--- config.mk ---
export PLATFORM = sky130hd
export DESIGN_NAME = param_fifo_flat
export DESIGN_NICKNAME = d
export VERILOG_FILES = /design/src/rtl/fifo_pkg.sv /design/src/rtl/param_fifo_if.sv /design/src/rtl/fifo_mem.sv /design/src/rtl/param_fifo.sv /design/src/flat_wrapper.sv
export SDC_FILE = /design/constraint.sdc
export NUM_CORES = 1
export LEC_CHECK = 0
export ABC_AREA = 1
export ABC_CLOCK_PERIOD_IN_PS = 6600
export BUFFER_PORTS_ARGS = -buffer_cell sky130_fd_sc_hd__buf_2
export CORE_UTILIZATION = 60
export CTS_CLUSTER_DIAMETER = 80
export DETAILED_ROUTE_END_ITERATION = 6
export PLACE_DENSITY = 0.78
export SYNTH_ARGS = -nofsm -noshare
export SYNTH_HDL_FRONTEND = slang
export SYNTH_SLANG_ARGS = --single-unit
--- constraint.sdc ---
create_clock -name clk -period 6.6 [get_ports clk]
set_input_delay 0 -clock clk [delete_from_list [all_inputs] [get_ports clk]]
set_output_delay 0 -clock clk [all_outputs]
set_load 0.05 [all_outputs]
--- src/rtl/fifo_pkg.sv ---
// Shared FIFO defaults and a parameter-legality helper used by every FIFO instance.
package fifo_pkg;

  localparam int FIFO_DATA_WIDTH_DEF = 8;
  localparam int FIFO_ADDR_WIDTH_DEF = 4;

  function automatic bit fifo_levels_ok(input int depth, input int ae_level, input int af_level);
    return (ae_level < af_level) && (af_level <= depth);
  endfunction

endpackage

--- src/rtl/param_fifo_if.sv ---
// Handshake and status bundle for param_fifo; master drives requests, slave is the FIFO.
interface param_fifo_if
  import fifo_pkg::*;
#(
  parameter int DATA_WIDTH = FIFO_DATA_WIDTH_DEF,
  parameter int ADDR_WIDTH = FIFO_ADDR_WIDTH_DEF
);
  logic                  push;
  logic                  pop;
  logic                  err_clr;
  logic [DATA_WIDTH-1:0] push_data;
  logic [DATA_WIDTH-1:0] pop_data;
  logic                  full;
  logic                  empty;
  logic                  almost_full;
  logic                  almost_empty;
  logic [ADDR_WIDTH:0]   count;
  logic                  overflow;
  logic                  underflow;

  modport master (
    output push, pop, err_clr, push_data,
    input  pop_data, full, empty, almost_full, almost_empty, count, overflow, underflow
  );

  modport slave (
    input  push, pop, err_clr, push_data,
    output pop_data, full, empty, almost_full, almost_empty, count, overflow, underflow
  );

endinterface

--- src/rtl/fifo_mem.sv ---
// FIFO storage: synchronous write, asynchronous read. Contents are not reset.
module fifo_mem #(
  parameter int DATA_WIDTH = 8,
  parameter int ADDR_WIDTH = 4
) (
  input  logic                  clk,
  input  logic                  wr_en,
  input  logic [ADDR_WIDTH-1:0] wr_addr,
  input  logic [DATA_WIDTH-1:0] wr_data,
  input  logic [ADDR_WIDTH-1:0] rd_addr,
  output logic [DATA_WIDTH-1:0] rd_data
);
  localparam int DEPTH = 1 << ADDR_WIDTH;

  logic [DATA_WIDTH-1:0] mem [DEPTH];

  always_ff @(posedge clk) begin
    if (wr_en) mem[wr_addr] <= wr_data;
  end

  assign rd_data = mem[rd_addr];

endmodule

--- src/rtl/param_fifo.sv ---
// Show-ahead parametrised FIFO with occupancy flags. Sticky overflow/underflow flags
// are built only when PARAM_FIFO_ERR_FLAGS_EN is defined; otherwise they read 0.
module param_fifo
  import fifo_pkg::*;
#(
  parameter int DATA_WIDTH = FIFO_DATA_WIDTH_DEF,
  parameter int ADDR_WIDTH = FIFO_ADDR_WIDTH_DEF,
  parameter int AF_LEVEL   = (1 << ADDR_WIDTH) - 2,
  parameter int AE_LEVEL   = 2
) (
  input  logic          clk,
  input  logic          reset,
  param_fifo_if.slave   bus
);
  localparam int DEPTH = 1 << ADDR_WIDTH;
  localparam int CW    = ADDR_WIDTH + 1;

  localparam logic [CW-1:0] DEPTH_CNT = CW'(DEPTH);
  localparam logic [CW-1:0] AF_CNT    = CW'(AF_LEVEL);
  localparam logic [CW-1:0] AE_CNT    = CW'(AE_LEVEL);

  if (!fifo_levels_ok(DEPTH, AE_LEVEL, AF_LEVEL)) begin : g_bad_levels
    $error("param_fifo: need AE_LEVEL < AF_LEVEL <= DEPTH");
  end

  logic [ADDR_WIDTH-1:0] w_ptr;
  logic [ADDR_WIDTH-1:0] r_ptr;
  logic [CW-1:0]         count_q;
  logic                  full;
  logic                  empty;
  logic                  push_ok;
  logic                  pop_ok;

  assign full  = (count_q == DEPTH_CNT);
  assign empty = (count_q == '0);

  // A push into a full FIFO is still taken when a pop frees the head slot that cycle.
  assign push_ok = bus.push & (~full | bus.pop);
  assign pop_ok  = bus.pop & ~empty;

  always_ff @(posedge clk or posedge reset) begin
    if (reset) begin
      w_ptr   <= '0;
      r_ptr   <= '0;
      count_q <= '0;
    end else begin
      if (push_ok) w_ptr <= w_ptr + 1'b1;
      if (pop_ok)  r_ptr <= r_ptr + 1'b1;
      count_q <= count_q + CW'(push_ok) - CW'(pop_ok);
    end
  end

  fifo_mem #(
    .DATA_WIDTH (DATA_WIDTH),
    .ADDR_WIDTH (ADDR_WIDTH)
  ) u_mem (
    .clk     (clk),
    .wr_en   (push_ok),
    .wr_addr (w_ptr),
    .wr_data (bus.push_data),
    .rd_addr (r_ptr),
    .rd_data (bus.pop_data)
  );

  assign bus.count        = count_q;
  assign bus.full         = full;
  assign bus.empty        = empty;
  assign bus.almost_full  = (count_q >= AF_CNT);
  assign bus.almost_empty = (count_q <= AE_CNT);

`ifdef PARAM_FIFO_ERR_FLAGS_EN
  logic overflow_q;
  logic underflow_q;

  // A new error in the same cycle as err_clr keeps the flag set.
  always_ff @(posedge clk or posedge reset) begin
    if (reset) begin
      overflow_q  <= 1'b0;
      underflow_q <= 1'b0;
    end else begin
      if (bus.push & ~push_ok)  overflow_q <= 1'b1;
      else if (bus.err_clr)     overflow_q <= 1'b0;
      if (bus.pop & ~pop_ok)    underflow_q <= 1'b1;
      else if (bus.err_clr)     underflow_q <= 1'b0;
    end
  end

  assign bus.overflow  = overflow_q;
  assign bus.underflow = underflow_q;
`else
  logic unused_err_clr;
  assign unused_err_clr = bus.err_clr;
  assign bus.overflow   = 1'b0;
  assign bus.underflow  = 1'b0;
`endif

endmodule

--- src/flat_wrapper.sv ---
// flat-port wrapper written by rule: the top's interface ports become plain ports
module param_fifo_flat import fifo_pkg::*;
#(
  parameter int DATA_WIDTH = FIFO_DATA_WIDTH_DEF,
  parameter int ADDR_WIDTH = FIFO_ADDR_WIDTH_DEF,
  parameter int AF_LEVEL   = (1 << ADDR_WIDTH) - 2,
  parameter int AE_LEVEL   = 2
)
  (clk, reset, bus_push, bus_pop, bus_err_clr, bus_push_data, bus_pop_data, bus_full, bus_empty, bus_almost_full, bus_almost_empty, bus_count, bus_overflow, bus_underflow);
  param_fifo_if #(.DATA_WIDTH(DATA_WIDTH), .ADDR_WIDTH(ADDR_WIDTH)) bus_i ();
  input  logic clk;
  input  logic reset;
  input wire logic [$bits(bus_i.push)-1:0] bus_push;
  input wire logic [$bits(bus_i.pop)-1:0] bus_pop;
  input wire logic [$bits(bus_i.err_clr)-1:0] bus_err_clr;
  input wire logic [$bits(bus_i.push_data)-1:0] bus_push_data;
  output wire logic [$bits(bus_i.pop_data)-1:0] bus_pop_data;
  output wire logic [$bits(bus_i.full)-1:0] bus_full;
  output wire logic [$bits(bus_i.empty)-1:0] bus_empty;
  output wire logic [$bits(bus_i.almost_full)-1:0] bus_almost_full;
  output wire logic [$bits(bus_i.almost_empty)-1:0] bus_almost_empty;
  output wire logic [$bits(bus_i.count)-1:0] bus_count;
  output wire logic [$bits(bus_i.overflow)-1:0] bus_overflow;
  output wire logic [$bits(bus_i.underflow)-1:0] bus_underflow;
  assign bus_i.push = bus_push;
  assign bus_i.pop = bus_pop;
  assign bus_i.err_clr = bus_err_clr;
  assign bus_i.push_data = bus_push_data;
  assign bus_pop_data = bus_i.pop_data;
  assign bus_full = bus_i.full;
  assign bus_empty = bus_i.empty;
  assign bus_almost_full = bus_i.almost_full;
  assign bus_almost_empty = bus_i.almost_empty;
  assign bus_count = bus_i.count;
  assign bus_overflow = bus_i.overflow;
  assign bus_underflow = bus_i.underflow;
  param_fifo #(.DATA_WIDTH(DATA_WIDTH), .ADDR_WIDTH(ADDR_WIDTH), .AF_LEVEL(AF_LEVEL), .AE_LEVEL(AE_LEVEL)) u_core (.clk(clk), .reset(reset), .bus(bus_i));
endmodule
==> reports/metrics.csv, run 1 <==
stage,metric,value,unit
floorplan,Die ar.,11100,µm²
sta,RSZ-0062 raised after global routing,no,
drt,Initial DRT Pass Iterations,5,
sta,final hold vios,0,
worst_setup_path,worst-path fanout max,67,
sta,final setup fails,0,
finish,fin nets,696,
yosys,syn_area_per_cell,10.1,µm²
yosys,"Primary FF master, synth",edfxtp_1,
cts,CTS tree,done,
yosys,largest area contributor in the netlist,edfxtp_1,
cts,CTS buffer count,17,
finish,layout overhead on the synthesized area,12.9,%
worst_setup_path,required time worst endpoint,6.60,ns
worst_setup_path,Worst R2R Setup Slack,3.88,ns
yosys,main combinational cell family by area after synthesis,simple AND/OR/NAND/NOR gates,
sta,clk_skew,0.00532,ns
yosys,Post-synth EDFFs,128,
place,GP Congestion,0.797,
yosys,"Cell Area, Synth",6410,µm²
worst_setup_path,Crit Path Class,reg2out,
cts,Longest Clk Path Bufs,2,
sta,crit path time final,3.18,ns
finish,number of cells in the finished layout apart from fillers,816,
cts,post-cts sizing count,0,
grt,initial antenna violation count,0,
grt,Tot GR Track Use,26.4,%
worst_setup_path,Worst setup EP type,output port,
place,buffers added on ports,28,
finish,final core occ,70.1,%
grt,Overflow after GRT,0,
cts,root buf cell,clkbuf_8,
drt,Vias/cell,5.34,
worst_setup_path,Critical R2R Launch,u_core.bus.count[2],
worst_setup_path,WP data arrival,3.18,ns
yosys,top-area cell type share of the netlist area,60.0,%
cts,CTS Hold Bufs,11,
yosys,Synth Area in Compound Gates,0.586,%
floorplan,total I/O pin count,32,
power_and_ir_drop,power per cell area,465,nW/µm²
place,Post-DP Area,6580,µm²
drt,post-route ant nets,0,
cts,setup bufs post-CTS,0,
yosys,Post-Synth Adder-Cell Area,3.24,%
place,DP HPWL,7890,µm
finish,Finished Cell Area,7230,µm²
sta,post-route setup TNS,0,ns
yosys,multiplexer share of the synthesized area,0,%
finish,diode count,0,
yosys,"Seq/Total Area, Yosys",65.1,%
floorplan,placeable core area,10300,µm²
sta,fmax,314,MHz
yosys,Synth area leaders,"edfxtp_1 (60%), nand2_1 (11%), nand3_1 (7.9%)",
power_and_ir_drop,maximum VDD drop,0.406,mV
power_and_ir_drop,standby leakage power,3.23,nW
cts,Clock Sink Count,141,
yosys,most common cell in the netlist,nand2_1,
yosys,Post-synth ARST share,9.22,%
drt,DRC Markers,0,
sta,Slew headroom,23.7,%
yosys,Synth Instances,633,
floorplan,Die W,105,µm
cts,clock slew at reported path FFs,0.06,ns
sta,worst slew pin tran,1.14,ns
worst_setup_path,reg2reg end,u_core.bus.count[4],
place,placed insts,773,
yosys,#FFs+latches synth,141,
power_and_ir_drop,Power Total,3.36,mW
drt,Initial DRC Count,399,
floorplan,Initial Util,62.1,%
finish,layout cells sized above 1,9.41,%
sta,fin. max-slew vios,0,
floorplan,Row Count,37,
grt,pin count of the biggest net entering global routing,68,
cts,H-tree Lvls,4,
yosys,Synthesis Warnings,0,
grt,vias in the first global route,4408,
yosys,commonest cells in the netlist,"nand2_1 (193), edfxtp_1 (128), inv_1 (113), nand3_1 (101), nor2_1 (19)",
yosys,Synth Area in XOR/XNOR,1.09,%
grt,first-pass GRT wire length,21400,µm
cts,worst-skew pair later-pin latency,0.53,ns
hold_path,Hold Path Class,in2async,
worst_setup_path,Reg2Reg Depth,14,
drt,final WL,13300,µm
outcome,outcome,finished clean,
yosys,Post-Synth Simple-Gate Area,20.5,%
sta,Final period util,48.2,%
floorplan,Die Ht,105,µm
yosys,"Distinct cells, synth",23,
job,Max Cap Viol,0,
worst_setup_path,Worst Setup Start Kind,flip-flop,
drt,Wirelength per Cell,16.3,µm
drt,Vias,4355,
==> placed cells by master, fill, tap and decap left out, drive strengths merged, types with 4 or more instances in the layout <==
master and n:
nand2 193, dfrtp 13, edfxtp 128, nor2 19, clkinv 9, o21ai 4
inv 117, ha 15, xor2 5, nand3 101, buf 30, clkbuf 19
dlygate4sd3 11
==> registers in the layout, summed over array words and instances (netlist names) <==
register,count
u_core.r_ptr,4
u_core.bus.count,5
u_core.w_ptr,4
u_core.u_mem.mem,128
==> metrics by stage <==
step	setup WS (ns)	hold WS, ns
finish	3.42	0.0603
global route	3.21	0.123
CTS	3.45	0.0536
detailed placement	3.89	0.0691
global placement	4.01	0.0601
floorplan	3.92	-0.123
==> how the worst max path moves through the flow <==
stage                              startpoint                   to  slack (ns)  cells after the start
after global routing          u_core.r_ptr[0]      bus_pop_data[5]        3.21                      9
final                         u_core.r_ptr[0]      bus_pop_data[5]        3.42                      9
after CTS                     u_core.r_ptr[0]      bus_pop_data[7]        3.45                      9
after global placement    u_core.bus.count[2]  u_core.bus.count[4]        4.01                     14
after floorplan           u_core.bus.count[2]  u_core.bus.count[4]        3.92                     14
after detailed placement  u_core.bus.count[2]  u_core.bus.count[4]        3.89                     14
==> cell type report <==
class	count	area, µm²
Sequential cell	141	4170
Inverter	118	443
Clock inverter	13	125
Tap cell	136	170
Fill cell	741	3090
Clock buffer	19	422
Multi-Input combinational cell	348	1640
Timing Repair Buffer	41	265
==> worst max-delay path, cell delays in order (launching register included) <==
cell,delay [ns]
dfrtp_2,0.38
buf_4,0.35
inv_2,0.93
nand2_1,0.15
nand2_1,0.12
nand2_1,0.05
nand3_1,0.12
nand3_1,0.13
nand2_1,0.11
buf_2,0.26
==> report_power, final <==
part           internal (mW)  leakage (nW)  total [mW]  switching, mW
Clock                  0.531         0.265       0.880          0.349
Sequential              1.09          1.31        1.18         0.0813
Combinational          0.350          1.65        1.31          0.957
Total                   1.98          3.23        3.36           1.39
==> metal layers <==
layer / part of all wire, % / global-route usage (%)
met4: 1.5 / 11.6
met3: 6.3 / 5.81
met5: 0 / 0
met1: 41 / 32.4
met2: 52 / 44.8
==> kinds of logic (layout without fill, tap and decap cells) <==
group / after synthesis / in the layout
other: 1 / 2
and+or+nand+nor: 315 / 315
adders and majority gates: 16 / 16
xor gates and xnor gates: 8 / 8
DFF: 141 / 141
buffers and inverters: 145 / 191
AOI/OAI and AO/OA: 7 / 7
Note: power is estimated with default switching activity, not from simulation.
==> inputs of run 2 (changes only) <==
Settings changed: ABC_CLOCK_PERIOD_IN_PS 6600 to 2900, CORE_UTILIZATION 60 to 55, PLACE_DENSITY 0.78 to 0.76.
Clock period 6.6 ns to 2.9 ns, I/O delays scaled along.
==> reports/metrics.csv, run 2 (synthesized netlist as in run 1, its figures left out) <==
stage,metric,value,unit,change
cts,CTS tree,done,,unchanged
drt,Initial DRT Pass Iterations,7,,was 5
place,DP HPWL,8520,µm,was 7890 µm
worst_setup_path,Crit Path Class,reg2reg,,was reg2out
sta,Slew headroom,50.7,%,was 23.7%
finish,Finished Cell Area,7320,µm²,was 7230 µm²
sta,RSZ-0062 raised after global routing,no,,unchanged
floorplan,Die W,110,µm,was 105 µm
sta,crit path time final,2.67,ns,
sta,final hold vios,0,,unchanged
power_and_ir_drop,sequential power share,32.6,%,was 34.9%
power_and_ir_drop,Logic pwr share,38.8,%,was 38.9%
sta,Final period util,92.0,%,
power_and_ir_drop,switching power,3.27,mW,was 1.39 mW
floorplan,Row Count,39,,was 37
hold_path,Hold Path Class,in2reg,,was in2async
worst_setup_path,Worst setup EP type,flip-flop,,was output port
place,GP Congestion,0.827,,was 0.797
place,buffers added on ports,28,,unchanged
floorplan,Initial Util,56.3,%,was 62.1%
finish,"commonest non-fill, non-tap cells in the layout","nand2_1 (192), edfxtp_1 (128), inv_1 (111), nand3_1 (101), buf_2 (28)",,"was nand2_1 (193), edfxtp_1 (128), inv_1 (113), nand3_1 (101), buf_2 (28)"
grt,vias in the first global route,4262,,was 4408
power_and_ir_drop,clock share of power,28.6,%,was 26.2%
power_and_ir_drop,internal power,4.83,mW,was 1.98 mW
worst_setup_path,WP data arrival,2.97,ns,was 3.18 ns
cts,H-tree Lvls,4,,unchanged
sta,clk_skew,0.00931,ns,was 0.00532 ns
power_and_ir_drop,Net Sw Frac,40.4,%,was 41.3%
grt,Overflow after GRT,0,,unchanged
drt,post-route ant nets,0,,unchanged
sta,final setup fails,0,,unchanged
place,Post-DP Area,6640,µm²,was 6580 µm²
drt,DRC Markers,0,,unchanged
floorplan,placeable core area,11400,µm²,was 10300 µm²
cts,CTS buffer count,17,,unchanged
finish,number of cells in the finished layout apart from fillers,822,,was 816
cts,worst-skew pair later-pin latency,0.42,ns,was 0.53 ns
grt,initial antenna violation count,0,,unchanged
grt,Tot GR Track Use,25.4,%,was 26.4%
worst_setup_path,required time worst endpoint,3.20,ns,was 6.60 ns
sta,worst slew pin tran,0.737,ns,was 1.14 ns
grt,first-pass GRT wire length,21800,µm,was 21400 µm
finish,fin nets,696,,unchanged
sta,final worst setup slack,0.231,ns,was 3.42 ns
finish,layout cells sized above 1,10.6,%,was 9.41%
drt,Vias/cell,5.38,,was 5.34
drt,final WL,14000,µm,was 13300 µm
cts,Clock Sink Count,141,,unchanged
sta,post-route setup TNS,0,ns,unchanged
cts,Longest Clk Path Bufs,2,,unchanged
place,DP Worst Slack,0.139,ns,was 3.89 ns
finish,"commonest non-fill, non-tap cell in the layout",nand2_1,,unchanged
power_and_ir_drop,standby leakage power,3.27,nW,was 3.23 nW
finish,layout overhead on the synthesized area,14.3,%,was 12.9%
worst_setup_path,Worst Setup Start Kind,flip-flop,,unchanged
finish,max reg flops,128,,unchanged
outcome,outcome,finished clean,,unchanged
job,Max Cap Viol,0,,unchanged
floorplan,Die Ht,110,µm,was 105 µm
place,placed insts,786,,was 773
cts,root buf cell,clkbuf_16,,was clkbuf_8
worst_setup_path,worst-path fanout max,7,,was 67
power_and_ir_drop,Power Total,8.09,mW,was 3.36 mW
floorplan,total I/O pin count,32,,unchanged
finish,final core occ,64.4,%,was 70.1%
drt,Initial DRC Count,415,,was 399
grt,pin count of the biggest net entering global routing,67,,was 68
floorplan,Die ar.,12100,µm²,was 11100 µm²
sta,fmax,375,MHz,
power_and_ir_drop,power per cell area,1100,nW/µm²,was 465 nW/µm²
drt,Wirelength per Cell,17.1,µm,was 16.3 µm
sta,fin. max-slew vios,0,,unchanged
drt,Vias,4422,,was 4355
cts,clock slew at reported path FFs,0.06,ns,about the same
sta,WHS,0.00874,ns,was 0.0603 ns
finish,diode count,0,,unchanged
finish,largest register by flop count,u_core.u_mem.mem,,unchanged
power_and_ir_drop,maximum VDD drop,1.39,mV,was 0.406 mV
==> run 2: cell types whose count changed in the layout (fill, tap and decap cells not counted), moves of 2 or more <==
cell,change
buf_4,+5
clkinv_2,-5
bufinv_16,+3
dlygate4sd3_1,-6
inv_2,+2
inv_1,-2
==> run 2: metal layers <==
layer	vias to the layer above	track usage, %	part of all wire, %
met5	-	0	0
met4	0	13.4	3.9
met3	51	6.99	7.5
met2	224	40.6	49
met1	2059	31.5	39
li1	2088	-	-
==> run 2: final timing paths <==
path	to	startpoint	depth (start not counted)	slack [ns]
min in group asynchronous	u_core.r_ptr[2]	reset	3	0.15
max in group asynchronous	u_core.r_ptr[0]	reset	3	2.38
worst max-delay path	u_core.bus.count[4]	u_core.bus.count[2]	14	0.23
worst min-delay path	u_core.u_mem.mem[3][7]	bus_push_data[7]	1	0.009
worst min register to register	u_core.w_ptr[3]	u_core.w_ptr[3]	2	0.56
worst max register to register	u_core.bus.count[4]	u_core.bus.count[2]	14	0.23
==> run 2: worst max-delay path, cell delays in order, from the launching register on <==
cell and delay (ns):
dfrtp_1 0.43, inv_2 0.10, ha_1 0.18, inv_1 0.08, nor2_2 0.13, nand3_1 0.14
nand2_2 0.11, inv_2 0.07, ha_1 0.27, inv_1 0.04, ha_1 0.20, fa_1 0.42
a21oi_1 0.17, o21bai_1 0.09, xnor2_1 0.13
==> run 2: layout make-up <==
class                           count  area [µm²]
Sequential cell                   141        4170
Fill cell                         866        4050
Multi-Input combinational cell    348        1640
Inverter                          118         443
Clock buffer                       19         433
Timing Repair Buffer               41         263
Clock inverter                     12         195
Tap cell                          143         179
==> run 2: timing repair <==
action                                  CTS  global route
endpoints found under the setup margin    0             1
endpoints found under the hold margin    41             0
gates resized for setup                   0             4
setup buffers                             0             0
hold buffers                              5             0
==> run 2: power groups by stage <==
| stage | Sequential (mW) | Combinational, mW | Clock (mW) |
|---|---|---|---|
| after floorplan | 2.75 | 2.24 | 0 |
| after global placement | 2.65 | 3.00 | 0 |
| after detailed placement | 2.67 | 3.07 | 0 |
| after CTS | 2.63 | 3.11 | 2.33 |
| after global routing | 2.66 | 3.44 | 2.42 |
| final | 2.64 | 3.14 | 2.31 |
==> inputs of run 3 (changes only) <==
Settings changed: SYNTH_HIERARCHICAL set to 1.
==> reports/metrics.csv, run 3 <==
stage,metric,value,unit,change
sta,final setup fails,0,,unchanged
yosys,largest area contributor in the netlist,edfxtp_1,,unchanged
floorplan,placeable core area,11500,µm²,was 11400 µm²
drt,Wirelength per Cell,17.1,µm,about the same
worst_setup_path,Worst Setup Start Kind,flip-flop,,unchanged
job,Max Cap Viol,0,,unchanged
drt,Vias/cell,5.44,,was 5.38
power_and_ir_drop,sequential power share,33.8,%,was 32.6%
outcome,outcome,finished clean,,unchanged
worst_setup_path,Worst setup EP type,flip-flop,,unchanged
yosys,Synthesis Warnings,6,,was 0
drt,Initial DRC Count,392,,was 415
floorplan,Initial Util,56.6,%,was 56.3%
drt,DRC Markers,0,,unchanged
cts,CTS buffer count,17,,unchanged
floorplan,total I/O pin count,32,,unchanged
drt,post-route ant nets,0,,unchanged
sta,Slew headroom,47.2,%,was 50.7%
finish,fin nets,704,,was 696
sta,clk_skew,0.00643,ns,was 0.00931 ns
power_and_ir_drop,power per cell area,1060,nW/µm²,was 1100 nW/µm²
finish,diode count,0,,unchanged
sta,Final period util,85.5,%,was 92.0%
finish,max reg flops,128,,unchanged
place,placed insts,799,,was 786
yosys,"Seq/Total Area, Yosys",64.2,%,was 65.1%
place,DP HPWL,8970,µm,was 8520 µm
worst_setup_path,worst-path fanout max,6,,was 7
yosys,"Distinct cells, synth",25,,was 23
yosys,Synth Area in XOR/XNOR,0.405,%,was 1.09%
floorplan,Row Count,39,,unchanged
power_and_ir_drop,Power Total,7.74,mW,was 8.09 mW
floorplan,Die W,111,µm,was 110 µm
yosys,Post-synth EDFFs,128,,unchanged
floorplan,Die ar.,12200,µm²,was 12100 µm²
cts,CTS tree,done,,unchanged
yosys,Synth Area in Compound Gates,0.231,%,was 0.586%
cts,Clock Sink Count,141,,unchanged
yosys,Synth Instances,648,,was 633
power_and_ir_drop,maximum VDD drop,0.737,mV,was 1.39 mV
place,GP Congestion,0.910,,was 0.827
worst_setup_path,Crit Path Class,reg2reg,,unchanged
yosys,Synth area leaders,"edfxtp_1 (59%), nand2_1 (12%), nand3_1 (8.2%)",,"was edfxtp_1 (60%), nand2_1 (11%), nand3_1 (7.9%)"
power_and_ir_drop,Logic pwr share,38.1,%,was 38.8%
finish,largest register by flop count,u_core/u_mem/mem,,was u_core.u_mem.mem
power_and_ir_drop,clock share of power,28.1,%,was 28.6%
yosys,"Primary FF master, synth",edfxtp_1,,unchanged
sta,RSZ-0062 raised after global routing,no,,unchanged
yosys,commonest cells in the netlist,"nand2_1 (207), edfxtp_1 (128), inv_1 (115), nand3_1 (106), nor2_1 (20)",,"was nand2_1 (193), edfxtp_1 (128), inv_1 (113), nand3_1 (101), nor2_1 (19)"
sta,worst slew pin tran,0.792,ns,was 0.737 ns
drt,Vias,4540,,was 4422
power_and_ir_drop,internal power,4.57,mW,was 4.83 mW
cts,clock slew at reported path FFs,0.06,ns,about the same
finish,layout overhead on the synthesized area,12.5,%,was 14.3%
grt,vias in the first global route,4581,,was 4262
worst_setup_path,required time worst endpoint,3.20,ns,about the same
finish,final core occ,63.7,%,was 64.4%
drt,final WL,14300,µm,was 14000 µm
yosys,"Cell Area, Synth",6490,µm²,was 6410 µm²
grt,initial antenna violation count,0,,unchanged
grt,first-pass GRT wire length,23100,µm,was 21800 µm
yosys,main combinational cell family by area after synthesis,simple AND/OR/NAND/NOR gates,,unchanged
finish,"commonest non-fill, non-tap cell in the layout",nand2_1,,unchanged
yosys,#FFs+latches synth,141,,unchanged
power_and_ir_drop,Net Sw Frac,40.9,%,was 40.4%
cts,worst-skew pair later-pin latency,0.41,ns,was 0.42 ns
cts,post-cts sizing count,0,,unchanged
power_and_ir_drop,standby leakage power,3.27,nW,about the same
power_and_ir_drop,switching power,3.16,mW,was 3.27 mW
worst_setup_path,WP data arrival,2.78,ns,was 2.97 ns
yosys,most common cell in the netlist,nand2_1,,unchanged
yosys,top-area cell type share of the netlist area,59.2,%,was 60.0%
yosys,Post-Synth Simple-Gate Area,22.7,%,was 20.5%
yosys,Post-synth ARST share,9.22,%,unchanged
yosys,multiplexer share of the synthesized area,0,%,unchanged
sta,fin. max-slew vios,0,,unchanged
grt,Overflow after GRT,0,,unchanged
drt,Initial DRT Pass Iterations,6,,was 7
sta,fmax,403,MHz,was 375 MHz
finish,layout cells sized above 1,10.4,%,was 10.6%
finish,"commonest non-fill, non-tap cells in the layout","nand2_1 (207), edfxtp_1 (128), inv_1 (115), nand3_1 (106), buf_2 (28)",,"was nand2_1 (192), edfxtp_1 (128), inv_1 (111), nand3_1 (101), buf_2 (28)"
cts,Longest Clk Path Bufs,2,,unchanged
place,buffers added on ports,28,,unchanged
cts,H-tree Lvls,4,,unchanged
finish,number of cells in the finished layout apart from fillers,834,,was 822
yosys,Post-Synth Adder-Cell Area,2.62,%,was 3.24%
yosys,syn_area_per_cell,10.0,µm²,was 10.1 µm²
cts,root buf cell,clkbuf_16,,unchanged
grt,Tot GR Track Use,25.0,%,was 25.4%
sta,post-route setup TNS,0,ns,unchanged
hold_path,Hold Path Class,in2reg,,unchanged
grt,pin count of the biggest net entering global routing,70,,was 67
sta,final hold vios,0,,unchanged
sta,crit path time final,2.48,ns,was 2.67 ns
floorplan,Die Ht,111,µm,was 110 µm
cts,setup bufs post-CTS,0,,unchanged
[run 3: changes by cell type after synthesis, moves of 3 or more]
| cell | delta |
|---|---|
| buf_4 | -3 |
| nand2_1 | +14 |
| nand3_1 | +5 |
| xor2_1 | -4 |
| buf_6 | +5 |
| nand3b_1 | +3 |
| ha_1 | -3 |
| o21ai_0 | -4 |
[run 3: cells by family (layout without fill, tap and decap cells)]
group	count (synthesis)	after routing
flops	141	141
fa+ha+maj	13	13
xor+xnor	3	3
other cells	1	2
compound gates	3	3
simple gates	342	342
buf+inv	145	187
[run 3: path summary, 6_finish.rpt]
kind,cells past startpoint,end,startpoint,slack [ns]
worst max-delay path,13,u_core/bus.count[4],u_core/bus.count[2],0.42
worst min-delay path,1,u_core/u_mem/mem[11][4],bus_push_data[4],0.02
worst max register to register,13,u_core/bus.count[4],u_core/bus.count[2],0.42
worst min register to register,2,u_core/w_ptr[1],u_core/w_ptr[1],0.60
max in group asynchronous,3,u_core/r_ptr[0],reset,2.37
min in group asynchronous,3,u_core/w_ptr[1],reset,0.16
[run 3: what timing repair did]
item	in CTS	in global routing
endpoints found under the setup margin	0	0
hold buffers	3	0
hold endpoints to repair	21	0
[run 3: worst max-delay path, cell delays in order, from the launching register on]
cell and delay, ns:
dfrtp_1 0.41, inv_1 0.13, ha_1 0.30, nand3_2 0.15
nand2_4 0.12, inv_4 0.05, ha_1 0.26, inv_1 0.04
ha_1 0.20, fa_1 0.43, nand3_1 0.12, nand2_1 0.06
nand2_1 0.06, nand2_1 0.05
[run 3: through the flow]
stage               area, µm²  hold slack (ns)  worst slack (ns)
floorplan                6490           -0.123             0.331
CTS                      7300           0.0127             0.410
global placement         6670           0.0422             0.523
finish                   7300           0.0234             0.420
detailed placement       6670           0.0546             0.424
global route             7300           0.0148             0.231
[run 3: area by class of cell]
class | instances | area (µm²)
timing repair buffer | 36 | 208
multi-input combinational | 363 | 1700
inverter | 119 | 449
clock buffer | 19 | 433
fill | 880 | 4170
tap | 143 | 179
sequential | 141 | 4170
clock inverter | 13 | 165
[run 3: power by group through the flow]
stage	clock network, mW	logic [mW]	registers (mW)
after CTS	2.20	2.91	2.62
after detailed placement	0	2.87	2.66
after floorplan	0	2.14	2.74
after global routing	2.29	3.19	2.64
after global placement	0	2.79	2.64
final	2.17	2.95	2.62
[run 3: layer usage]
metal | vias up | global-route usage, % | routed length [µm]
met2 | 203 | 40.5 | 7050
met3 | 32 | 5.32 | 933
met4 | 0 | 13.0 | 387
met1 | 2165 | 31.8 | 5900
li1 | 2140 | - | -
met5 | - | 0 | 0
